==> src/rtl/mem_arbiter_pkg.sv <==
// Shared types and constants for the instruction-fetch / data-port memory arbiter.
package mem_arbiter_pkg;

  typedef enum logic [1:0] {
    IDLE = 2'd0,
    REQ  = 2'd1,
    WAIT = 2'd2
  } arb_state_e;

  typedef enum logic {
    OWN_IF = 1'b0,
    OWN_DM = 1'b1
  } arb_owner_e;

  localparam logic [3:0] WE_NONE = 4'b0000;

endpackage

==> src/rtl/mem_arb_perf.sv <==
// Performance counters for mem_arbiter; only built when MEM_ARB_PERF_EN is defined,
// so the default build carries no counter logic at all.
`ifdef MEM_ARB_PERF_EN
module mem_arb_perf (
  input  logic        clk_i,
  input  logic        rst_i,
  input  logic        conflict_i,
  input  logic        busy_i,
  output logic [31:0] perf_conflict_o,
  output logic [31:0] perf_wait_o
);

  // Free-running event counters, wrapping naturally at 2^32.
  always_ff @(posedge clk_i) begin
    if (rst_i) begin
      perf_conflict_o <= 32'd0;
      perf_wait_o     <= 32'd0;
    end else begin
      if (conflict_i) perf_conflict_o <= perf_conflict_o + 32'd1;
      if (busy_i)     perf_wait_o     <= perf_wait_o + 32'd1;
    end
  end

endmodule
`endif

==> src/rtl/mem_arbiter.sv <==
// Two-port (fetch / data) single-outstanding memory arbiter with fetch anti-starvation.
// Optional performance counters are enabled with macro MEM_ARB_PERF_EN.
module mem_arbiter
  import mem_arbiter_pkg::*;
#(
  parameter int STARVE_LIMIT = 4,
  parameter int ADDR_W       = 32
) (
  input  logic              clk_i,
  input  logic              rst_i,
  input  logic              if_req_i,
  input  logic [ADDR_W-1:0] if_addr_i,
  output logic              if_gnt_o,
  output logic              if_rvalid_o,
  output logic [31:0]       if_rdata_o,
  input  logic              dm_req_i,
  input  logic [ADDR_W-1:0] dm_addr_i,
  input  logic [3:0]        dm_we_i,
  input  logic [31:0]       dm_wdata_i,
  output logic              dm_gnt_o,
  output logic              dm_rvalid_o,
  output logic [31:0]       dm_rdata_o,
  output logic              mem_req_o,
  output logic [ADDR_W-1:0] mem_addr_o,
  output logic [3:0]        mem_we_o,
  output logic [31:0]       mem_wdata_o,
  input  logic              mem_ready_i,
  input  logic              mem_rvalid_i,
  input  logic [31:0]       mem_rdata_i,
  output logic [31:0]       perf_conflict_o,
  output logic [31:0]       perf_wait_o
);

  localparam int CNT_W = (STARVE_LIMIT < 1) ? 1 : $clog2(STARVE_LIMIT + 1);
  localparam logic [CNT_W-1:0] CNT_MAX = CNT_W'(STARVE_LIMIT);

  arb_state_e        state_r, state_nxt;
  arb_owner_e        owner_r;
  logic [CNT_W-1:0]  starve_cnt_r, starve_nxt;
  logic [ADDR_W-1:0] addr_r;
  logic [3:0]        we_r;
  logic [31:0]       wdata_r;
  logic              if_rvalid_r, dm_rvalid_r;
  logic [31:0]       if_rdata_r, dm_rdata_r;
  logic              latch_en, pick_if, gnt, rd_done;
  logic              starve_hit;

  assign starve_hit = (starve_cnt_r == CNT_MAX);

  // Next-state, arbitration and handshake decode.
  always_comb begin
    state_nxt = state_r;
    latch_en  = 1'b0;
    pick_if   = 1'b0;
    gnt       = 1'b0;
    rd_done   = 1'b0;
    case (state_r)
      IDLE: begin
        if (if_req_i || dm_req_i) begin
          latch_en  = 1'b1;
          pick_if   = if_req_i && (!dm_req_i || starve_hit);
          state_nxt = REQ;
        end else begin
          state_nxt = IDLE;
        end
      end
      REQ: begin
        if (mem_ready_i) begin
          gnt = 1'b1;
          if (we_r != WE_NONE) begin
            state_nxt = IDLE;
          end else if (mem_rvalid_i) begin
            // read data arrived together with the accept: no need to wait
            rd_done   = 1'b1;
            state_nxt = IDLE;
          end else begin
            state_nxt = WAIT;
          end
        end else begin
          state_nxt = REQ;
        end
      end
      WAIT: begin
        if (mem_rvalid_i) begin
          rd_done   = 1'b1;
          state_nxt = IDLE;
        end else begin
          state_nxt = WAIT;
        end
      end
      default: state_nxt = IDLE;
    endcase
  end

  // Starvation counter: counts data wins over a waiting fetch, saturating at the limit.
  always_comb begin
    starve_nxt = starve_cnt_r;
    if (state_r == IDLE) begin
      if (!if_req_i || pick_if) begin
        starve_nxt = '0;
      end else if (!starve_hit) begin
        starve_nxt = starve_cnt_r + CNT_W'(1);
      end else begin
        starve_nxt = starve_cnt_r;
      end
    end else begin
      starve_nxt = starve_cnt_r;
    end
  end

  // FSM state and starvation counter registers.
  always_ff @(posedge clk_i) begin
    if (rst_i) begin
      state_r      <= IDLE;
      starve_cnt_r <= '0;
    end else begin
      state_r      <= state_nxt;
      starve_cnt_r <= starve_nxt;
    end
  end

  // Latched transaction and per-port read return registers.
  always_ff @(posedge clk_i) begin
    if (rst_i) begin
      owner_r     <= OWN_IF;
      addr_r      <= '0;
      we_r        <= WE_NONE;
      wdata_r     <= 32'd0;
      if_rvalid_r <= 1'b0;
      dm_rvalid_r <= 1'b0;
      if_rdata_r  <= 32'd0;
      dm_rdata_r  <= 32'd0;
    end else begin
      if (latch_en) begin
        owner_r <= pick_if ? OWN_IF : OWN_DM;
        addr_r  <= pick_if ? if_addr_i : dm_addr_i;
        we_r    <= pick_if ? WE_NONE : dm_we_i;
        wdata_r <= pick_if ? 32'd0 : dm_wdata_i;
      end
      if_rvalid_r <= rd_done && (owner_r == OWN_IF);
      dm_rvalid_r <= rd_done && (owner_r == OWN_DM);
      if (rd_done && (owner_r == OWN_IF)) if_rdata_r <= mem_rdata_i;
      if (rd_done && (owner_r == OWN_DM)) dm_rdata_r <= mem_rdata_i;
    end
  end

  assign if_gnt_o    = gnt && (owner_r == OWN_IF);
  assign dm_gnt_o    = gnt && (owner_r == OWN_DM);
  assign if_rvalid_o = if_rvalid_r;
  assign dm_rvalid_o = dm_rvalid_r;
  assign if_rdata_o  = if_rdata_r;
  assign dm_rdata_o  = dm_rdata_r;
  assign mem_req_o   = (state_r == REQ);
  assign mem_addr_o  = addr_r;
  assign mem_we_o    = we_r;
  assign mem_wdata_o = wdata_r;

`ifdef MEM_ARB_PERF_EN
  logic conflict, busy;
  assign conflict = (state_r == IDLE) && if_req_i && dm_req_i;
  assign busy     = (state_r == REQ) || (state_r == WAIT);

  mem_arb_perf u_perf (
    .clk_i           (clk_i),
    .rst_i           (rst_i),
    .conflict_i      (conflict),
    .busy_i          (busy),
    .perf_conflict_o (perf_conflict_o),
    .perf_wait_o     (perf_wait_o)
  );
`else
  assign perf_conflict_o = 32'd0;
  assign perf_wait_o     = 32'd0;
`endif

endmodule

==> config.mk <==
export PLATFORM = sky130hd
export DESIGN_NAME = mem_arbiter
export DESIGN_NICKNAME = d
export VERILOG_FILES = /design/src/rtl/mem_arbiter_pkg.sv /design/src/rtl/mem_arb_perf.sv /design/src/rtl/mem_arbiter.sv
export SDC_FILE = /design/constraint.sdc
export NUM_CORES = 1
export LEC_CHECK = 0
export CAP_MARGIN = 20
export CORE_AREA = 3 3 129 131
export CTS_CLUSTER_DIAMETER = 200
export CTS_CLUSTER_SIZE = 10
export DETAILED_ROUTE_END_ITERATION = 7
export DIE_AREA = 0 0 132 134
export PLACE_DENSITY_LB_ADDON = 0.05
export SYNTH_ARGS = -nofsm -noshare
export SYNTH_HDL_FRONTEND = slang
export SYNTH_SLANG_ARGS = --single-unit
==> constraint.sdc <==
create_clock -name clk_i -period 4.1 [get_ports clk_i]
set_input_delay 1.23 -clock clk_i [delete_from_list [all_inputs] [get_ports clk_i]]
set_output_delay 1.23 -clock clk_i [all_outputs]
set_load 0.005 [all_outputs]
==> results by group <==
Run status
  • Status: finished, final reports clean

GRT
  • Total track usage: between 10% and 20%
  • Met1 track demand over resource: a little under a quarter
  • Largest net degree at the start of global routing: 70
  • Vias in the first global route: just over 5,000
  • M3 GR Usage: 7.20%
  • GR Util met2: 32.1%
  • Initial antenna violation count: 0
  • Busiest metal layer after global routing: met2
  • Total grt overflow: 0
  • First-pass GRT wire length: around 28 mm

Clock tree
  • H-Tree Level Count: 4
  • Longest Clk Path Bufs: 2
  • TritonCTS clock tree: yes
  • Clock latency on the worst-skew pair: between 0.4 and 0.5 ns
  • Hold-fix buffers, CTS: 0
  • Worst-path clk slew: 0.06 ns
  • Postcts setup bufs: 0
  • Resize count post-CTS: 0
  • Clk sinks: 140
  • Root buf cell: clkbuf_16
  • CTS Buf Count: 17

Detailed routing
  • Vias per Instance: 4.74
  • DRC violations left: 0
  • Post-DRT Antenna Nets: 0
  • Routed len/inst: ~17 um
  • DR vias: a little over 5,000
  • Final WL: 17.9 mm
  • TritonRoute pass-1 iters: 4
  • DR iter-0 viols: roughly 220

Flow run
  • Max-cap violations: 0

Layout
  • Most frequent cells in the layout: 273 x clkdlybuf4s50_1, 140 x dfxtp_1, 72 x nor2_1, 64 x a22o_1, 64 x conb_1
  • NumNets Final: around 1,000
  • N_diodes: 0
  • Share of layout cells above drive strength 1: under 10%
  • Number of fill cells: roughly 1,400
  • Core Util, Final: between 50% and 60%
  • Commonest non-fill, non-tap cell in the layout: clkdlybuf4s50_1
  • Synth-to-Final Area Change: 57.5%

Setup path
  • Worst Setup End Kind: output pin
  • Kind of critical path: primary input to output pin
  • Critical path startpoint category: primary input
  • Worst EP required: roughly 2.9 ns
  • CP max FO: 3
  • WP data arrival: about 2.6 ns

Synthesis
  • Library cells used by synthesis: 31
  • Mapped Cells: 600
  • Post-synthesis sequential area ratio: between 40% and 50%
  • Netlist Area Pre-Place: between 0.005 and 0.006 mm^2
  • Register bit total from synthesis: 140
  • Avg Inst Size Synth: approximately 9.5 um^2
  • EDFF count, synth: 0
  • Synth Flop Type: dfxtp_1
  • Async S/R FF share, synth: 0%
  • Ys Warns: 0

Die
  • Die Y: roughly 130 um
  • Core area: between 0.015 and 0.02 mm^2
  • # IOs: about 340
  • Die area: between 0.015 and 0.02 mm^2
  • Core Rows: between 40 and 50
  • Die X: 132 um
  • Initial core utilization: a little over a third

Power and ir drop
  • Static leakage: 0.00346 uW
  • Peak supply drop: about 0.3 mV
  • PwrDens: around 410 mW/mm^2

Min path
  • Hold Crit Class: register to register

Timing
  • Count of final hold-check violations: 0
  • Highest Clock Rate: ~260 MHz
  • WHS: between 0.4 and 0.5 ns
  • Minimum clock period: between 3 and 4 ns
  • Fin crit share: between 90 and 100%
  • Slew Limit Fails: 0
  • Setup TNS: 0 ns
  • Relative slew slack: 45.3%
  • Skew final: approximately 0.0090 ns
  • Worst setup margin: roughly 0.32 ns
  • Least-Margin Pin Slew: 0.820 ns
  • Final setup fails: 0
  • Unrepaired setup endpoints after global routing: false

Placed design
  • PortBufs: approximately 270
  • Routability cong.: about 0.76
  • Detailed placer's ending HPWL: 12.5 mm
  • Pre-CTS setup slack: around 0.35 ns
critical path: stages:
cell and delay [ns]:
clkdlybuf4s50_1 0.50, nand2_1 0.12, nor2_1 0.17, clkdlybuf4s50_1 0.52
Yosys cell counts, types with 2 or more instances:
master    number  area (um^2)
inv_1          7         26.3
a22o_1        64          561
nor2_1        73          274
dfxtp_1      140         2800
and2_1         2         12.5
and2b_1        2         15.0
o21a_1         2         15.0
nor3_1         2         10.0
nor2b_1       34          213
o22ai_1        2         12.5
nand2_1       35          131
a21oi_1       37          185
clkbuf_1      28          105
buf_2          7         35.0
o31ai_1       32          240
a22oi_1       36          270
buf_1          4         15.0
nand3_1        3         15.0
nand2b_1       2         12.5
buf_4         65          488
buf_6          7         78.8
ha_1           7         87.6
worst paths after layout:
| check | startpoint | to | slack (ns) | cells past startpoint |
|---|---|---|---|---|
| max | mem_ready_i | dm_gnt_o | 0.32 | 4 |
| min | mem_addr_o[28] | mem_addr_o[28] | 0.45 | 2 |
| max reg2reg | state_r[0] | dm_rdata_o[6] | 1.94 | 7 |
| min reg2reg | mem_addr_o[28] | mem_addr_o[28] | 0.45 | 2 |
metal layers:
metal	part of all wire [%]	vias to the layer above
met4	1.8	0
met1	41	2410
met2	49	228
met3	8.3	24
met5	0	-
li1	-	2482
flip-flops by register name, summed over array words and instances, names as in the netlist:
name,flops
owner_r,1
mem_wdata_o,32
dm_rvalid_o,1
starve_cnt_r,3
if_rvalid_o,1
mem_addr_o,32
if_rdata_o,32
dm_rdata_o,32
mem_we_o,4
state_r,2
area by class of cell:
cell class | count | area, um^2 | share of cell area [%]
tap | 216 | 270 | 3.02
timing repair buffer | 285 | 2840 | 31.7
clock inverter | 14 | 206 | 2.31
inverter | 7 | 26.3 | 0.294
multi-input combinational | 405 | 2380 | 26.6
sequential | 140 | 2800 | 31.3
clock buffer | 18 | 429 | 4.79
through the flow:
stage	total power [uW]	cell area, um^2	instances
detailed placement	2030	8320	1053
floorplan	1750	5920	663
finish	3650	8950	1085
global route	3800	8950	1085
CTS	3690	8950	1085
global placement	2020	8320	1053
cells by family after synthesis:
group / Yosys count / synth area share [%]
AO/OA/AOI/OAI: 178 / 23.4
AND/OR/NAND/NOR: 156 / 12.5
buffers and inverters: 118 / 13.2
adder cells (fa/ha/maj): 7 / 1.54
flip-flops: 140 / 49.3
other: 1 / 0.0660
power breakdown:
| group | switching (uW) | internal [uW] |
|---|---|---|
| combinational | 238 | 301 |
| sequential | 35.5 | 1420 |
| clock | 618 | 1030 |
| total | 892 | 2760 |
(Power assumes the default switching activity.)
==> RTL change 1: new RTL, same flow settings <==
Change the parameter `STARVE_LIMIT` from 4 to 2.
--- a/src/rtl/mem_arbiter.sv
+++ b/src/rtl/mem_arbiter.sv
@@ -3,7 +3,7 @@
 module mem_arbiter
   import mem_arbiter_pkg::*;
 #(
-  parameter int STARVE_LIMIT = 4,
+  parameter int STARVE_LIMIT = 2,
   parameter int ADDR_W       = 32
 ) (
   input  logic              clk_i,
Check against the original RTL: not equivalent (a bounded check fails within 10 cycles, from zero or initial values and one cycle with rst_i high).
==> RTL change 1 against the original RTL <==
- clock skew grew 0.00069 ns
- setup slack gained 0.029 ns
- cell area shrank 1.8%
- combinational power grew 3%
- sequential cell count shrank 1
- synthesized area grew 0.70%
- register-to-register slack lost 0.06 ns
- worst hold slack gained 0.020 ns
- total power shrank 7.6%
- routed wire length grew 0.87%
- count of clock-buffer cells in the layout grew 1
- critical path depth is the same
- global-route usage shrank 0.070 points
- die area is the same
- critical endpoint unchanged
- largest power group is now registers
==> RTL change 1: results <==
placement:
  detailed_place_hpwl_mm: 12.8
  gp_congestion: 0.769
  place_ws_ns: 0.341
  placedInstanceArea_sq_um: 8260
cts:
  ctsResizeCount: 0
  clk_pin_slew_worst_paths_ns: 0.06
global_routing:
  grt_pass1_vias: 5005
  grt_util_all_layers_pct: 19.6
  grt_pass1_wl_mm: 27.7
  grt_max_degree: 57
  grt_antenna_before_repair: 1
logic_synthesis:
  seq_area_frac_synth_pct: 48.6
  synthTopCellsByArea: "dfxtp_1, buf_4, a22o_2"
  yosys-top-cells-count: "dfxtp_1, nor2_1, buf_4"
hold_path:
  worstHoldEndpoint: "dm_rdata_o[18]"
  hold_depth: 1
  hp-start: "dm_rdata_o[18]"
cells_and_area:
  final_nets: 991
  drive_gt1_share_pct: 10.7
setup_path:
  arrival_ns: 2.52
  rr_endpoint: "if_rdata_o[19]"
  reg2reg_slack_ns: 1.88
drt:
  vias: 5137
  drt_iter0_markers: 243
  drt_wl_total_mm: 18.1
power:
  ir_drop_mv: 0.294
  p_leak_nw: 3.47
  cellInternalPower_mw: 2.52
timing:
  tightest_slew_ns: 0.761
  skew_ns: 0.00965
run_status:
  status: "complete, no violations"
==> RTL change 1: changes by cell type in the layout (fill, tap and decap cells not counted), moves of 31 or more <==
cell     change
nand2_1     -31
nor4_1      +32
a22o_1      -43
a21oi_1     -31
nor3_1      +32
nor2_1      +33
o31ai_1     -32
a22o_2      +43
==> RTL change 1: metal layers <==
metal | track usage [%] | part of all wire, % | vias to the layer above
met5 | 0 | 0 | -
met4 | 8.17 | 2.7 | 0
met3 | 7.09 | 7.8 | 27
met2 | 32.7 | 50 | 226
met1 | 22.9 | 40 | 2429
li1 | - | - | 2455
==> RTL change 1: how the worst max path moves through the flow <==
stage                            from       end  slack, ns  cells past startpoint
after CTS                 mem_ready_i  dm_gnt_o       0.34                      4
after detailed placement  mem_ready_i  dm_gnt_o       0.34                      4
final                     mem_ready_i  dm_gnt_o       0.35                      4
after global placement    mem_ready_i  dm_gnt_o       0.37                      4
after floorplan           mem_ready_i  dm_gnt_o       1.47                      2
after global routing      mem_ready_i  dm_gnt_o       0.29                      4
==> RTL change 1: layout make-up <==
type | count | area, sq um
Inverter | 6 | 22.5
Tap cell | 216 | 270
Clock buffer | 19 | 453
Multi-Input combinational cell | 400 | 2360
Timing Repair Buffer | 283 | 2820
Antenna cell | 1 | 2.50
Sequential cell | 139 | 2780
Fill cell | 1413 | 6920
Clock inverter | 12 | 75.1
==> RTL change 1: metrics by stage <==
stage               utilization, %  power [mW]  std cells  hold WS (ns)
CTS                           55.9        3.42       1075         0.473
global placement              52.6        2.03       1044         0.448
floorplan                        -        1.75        656         0.440
finish                        55.9        3.37       1076         0.471
detailed placement            52.6        2.04       1044         0.457
global route                  55.9        3.53       1076         0.483
==> RTL change 1: power by group through the flow <==
| stage | Clock [mW] | Sequential, mW | Combinational (mW) |
|---|---|---|---|
| after floorplan | 0 | 1.49 | 0.268 |
| after global placement | 0 | 1.48 | 0.547 |
| after detailed placement | 0 | 1.48 | 0.555 |
| after CTS | 1.40 | 1.46 | 0.559 |
| after global routing | 1.46 | 1.46 | 0.604 |
| final | 1.36 | 1.46 | 0.555 |
==> RTL change 1: kinds of logic (layout without fill, tap and decap cells) <==
kind of cell	count (synthesis)	count (layout)	synth area share, %
muxes	1	1	0.175
AOI/OAI and AO/OA	111	111	16.8
adders and majority gates	6	6	1.31
DFF	139	139	48.6
buffers and inverters	117	320	14.5
other	1	65	0.0655
and+or+nand+nor	218	218	18.5
==> RTL change 2: new RTL, config.mk and constraints unchanged <==
Without the edit above. The 3 states of `arb_state_e` get a one-hot encoding in 3 bits.
--- a/src/rtl/mem_arbiter_pkg.sv
+++ b/src/rtl/mem_arbiter_pkg.sv
@@ -1,10 +1,10 @@
 // Shared types and constants for the instruction-fetch / data-port memory arbiter.
 package mem_arbiter_pkg;
 
-  typedef enum logic [1:0] {
-    IDLE = 2'd0,
-    REQ  = 2'd1,
-    WAIT = 2'd2
+  typedef enum logic [2:0] {
+    IDLE = 3'b001,
+    REQ  = 3'b010,
+    WAIT = 3'b100
   } arb_state_e;
 
   typedef enum logic {
Function: no difference found for any inputs over 10 cycles, from zero or initial values and one cycle with rst_i high; not proved beyond that.
==> RTL change 2 against the original RTL <==
- worst hold slack improved by 0.0025 ns
- setup slack improved by 0.053 ns
- clock skew down 0.0031 ns
- cell area rose by 4.0%
- synthesized area grew 7.3%
- routed wire length is 0.16% higher
- clock power decreased by 12%
- largest cell class unchanged
- via count is 5.9% higher
- register-to-register slack got worse by 0.17 ns
- maximum frequency is 1.4% higher
- combinational power rose by 7.2%
- sequential cell count rose by 1
- critical path type unchanged
- total power shrank 3.7%
- synthesized cell count is 11% higher
==> RTL change 2: results <==
timing:
  relSlewSlack_pct: 37.7
  hold_slack_ns: 0.454
  setup_violations: 0
  skew_ns: 0.00590
logic_synthesis:
  yosys-top-cells-count: "dfxtp_1, nor2_1, nand2_1"
  synthArstFlopShare_pct: 0
  synthTopCellsByArea: "dfxtp_1, mux2i_1, buf_4"
  seq_area_frac_synth_pct: 46.3
  ys_types: 38
cells_and_area:
  drive_gt1_share_pct: 8.79
  final_nets: 1060
placement:
  place_ws_ns: 0.0205
  detailed_place_hpwl_mm: 12.9
  gp_congestion: 0.772
drt:
  vias: 5445
  drt_iter0_markers: 208
  wl_per_cell_microns: 15.6
power:
  p_leak_nw: 3.75
  ir_drop_mv: 0.266
global_routing:
  grt_util_all_layers_pct: 19.5
  grt_pass1_wl_mm: 27.9
  grt_antenna_before_repair: 1
  grt_pass1_vias: 5539
  grt_max_degree: 87
cts:
  clock_path_buffers: 2
  cts_root_buffer: "clkbuf_16"
  clk_pin_slew_worst_paths_ns: 0.06
  htree_levels: 4
setup_path:
  crit_slowest_cell: "clkdlybuf4s50_1"
  r2r_start: "state_r[0]"
  max_stage_delay_ns: 0.51
  rr_endpoint: "mem_addr_o[22]"
  arrival_ns: 2.49
  reg2reg_slack_ns: 1.77
  r2r_cells: 3
run_status:
  status: "complete, no violations"
hold_path:
  worstHoldEndpoint: "if_rdata_o[5]"
  hp-start: "if_rdata_o[5]"
  hold_depth: 2
die:
  die_area_sq_um: 17700
[RTL change 2: cell count changes after synthesis, sizes merged, moves of 3 or more]
cell,before,now
nand3,3,32
a22o,64,0
ha,7,2
nor2,73,105
nor2b,34,0
nand2,35,99
mux2i,0,64
nand2b,2,5
a21oi,38,5
[RTL change 2: final cells by class]
type	count	area, sq um
Inverter	5	20.0
Multi-Input combinational cell	469	2770
Fill cell	1400	6400
Timing Repair Buffer	286	2860
Antenna cell	1	2.50
Clock inverter	10	88.8
Sequential cell	141	2820
Tap cell	216	270
Clock buffer	22	474
[RTL change 2: worst max-delay path by stage]
| stage | startpoint | end | slack (ns) | cells past startpoint |
|---|---|---|---|---|
| after floorplan | mem_ready_i | if_gnt_o | 1.02 | 2 |
| after global placement | mem_ready_i | if_gnt_o | 0.04 | 4 |
| after detailed placement | mem_ready_i | if_gnt_o | 0.02 | 4 |
| after CTS | mem_ready_i | if_gnt_o | 0.02 | 4 |
| after global routing | mem_ready_i | if_gnt_o | 0.34 | 4 |
| final | mem_ready_i | dm_gnt_o | 0.38 | 4 |
[RTL change 2: routing by layer]
layer  share of wire [%]  track usage, %  up-vias
met5                   0               0        -
met4                 2.6            8.40        0
met3                 8.9            8.03       31
met2                  50            34.3      224
met1                  39            20.7     2567
li1                    -               -     2623
[RTL change 2: cell families after synthesis]
kind of cell,count (synthesis),share of synthesized area (%)
simple gates,256,17.5
flops,141,46.3
buf+inv,117,12.6
compound gates,83,12.6
mux,64,10.5
fa+ha+maj,2,0.410
other cells,1,0.0615
[RTL change 2: critical path: cells and delay by family]
kind	cells	cell delay, ns
and+or+nand+nor	1	0.14
buffers and inverters	3	1.11
[RTL change 2: metrics by stage]
step                      power, mW  cells  cell area, sq um
final                          3.52   1150              9310
after detailed placement       2.09   1117              8730
after global routing           3.67   1150              9310
after CTS                      3.56   1149              9300
after global placement         2.08   1117              8730
after floorplan                1.81    727              6340
[RTL change 2: timing repair]
item                                    CTS  global route
setup buffers                             0             0
resized for setup                         0             3
endpoints found under the setup margin    0             1
[RTL change 2: power breakdown]
group / internal, mW / leakage [nW] / switching [mW]
sequential: 1.44 / 1.15 / 0.0408
combinational: 0.316 / 2.33 / 0.262
clock: 0.880 / 0.268 / 0.576
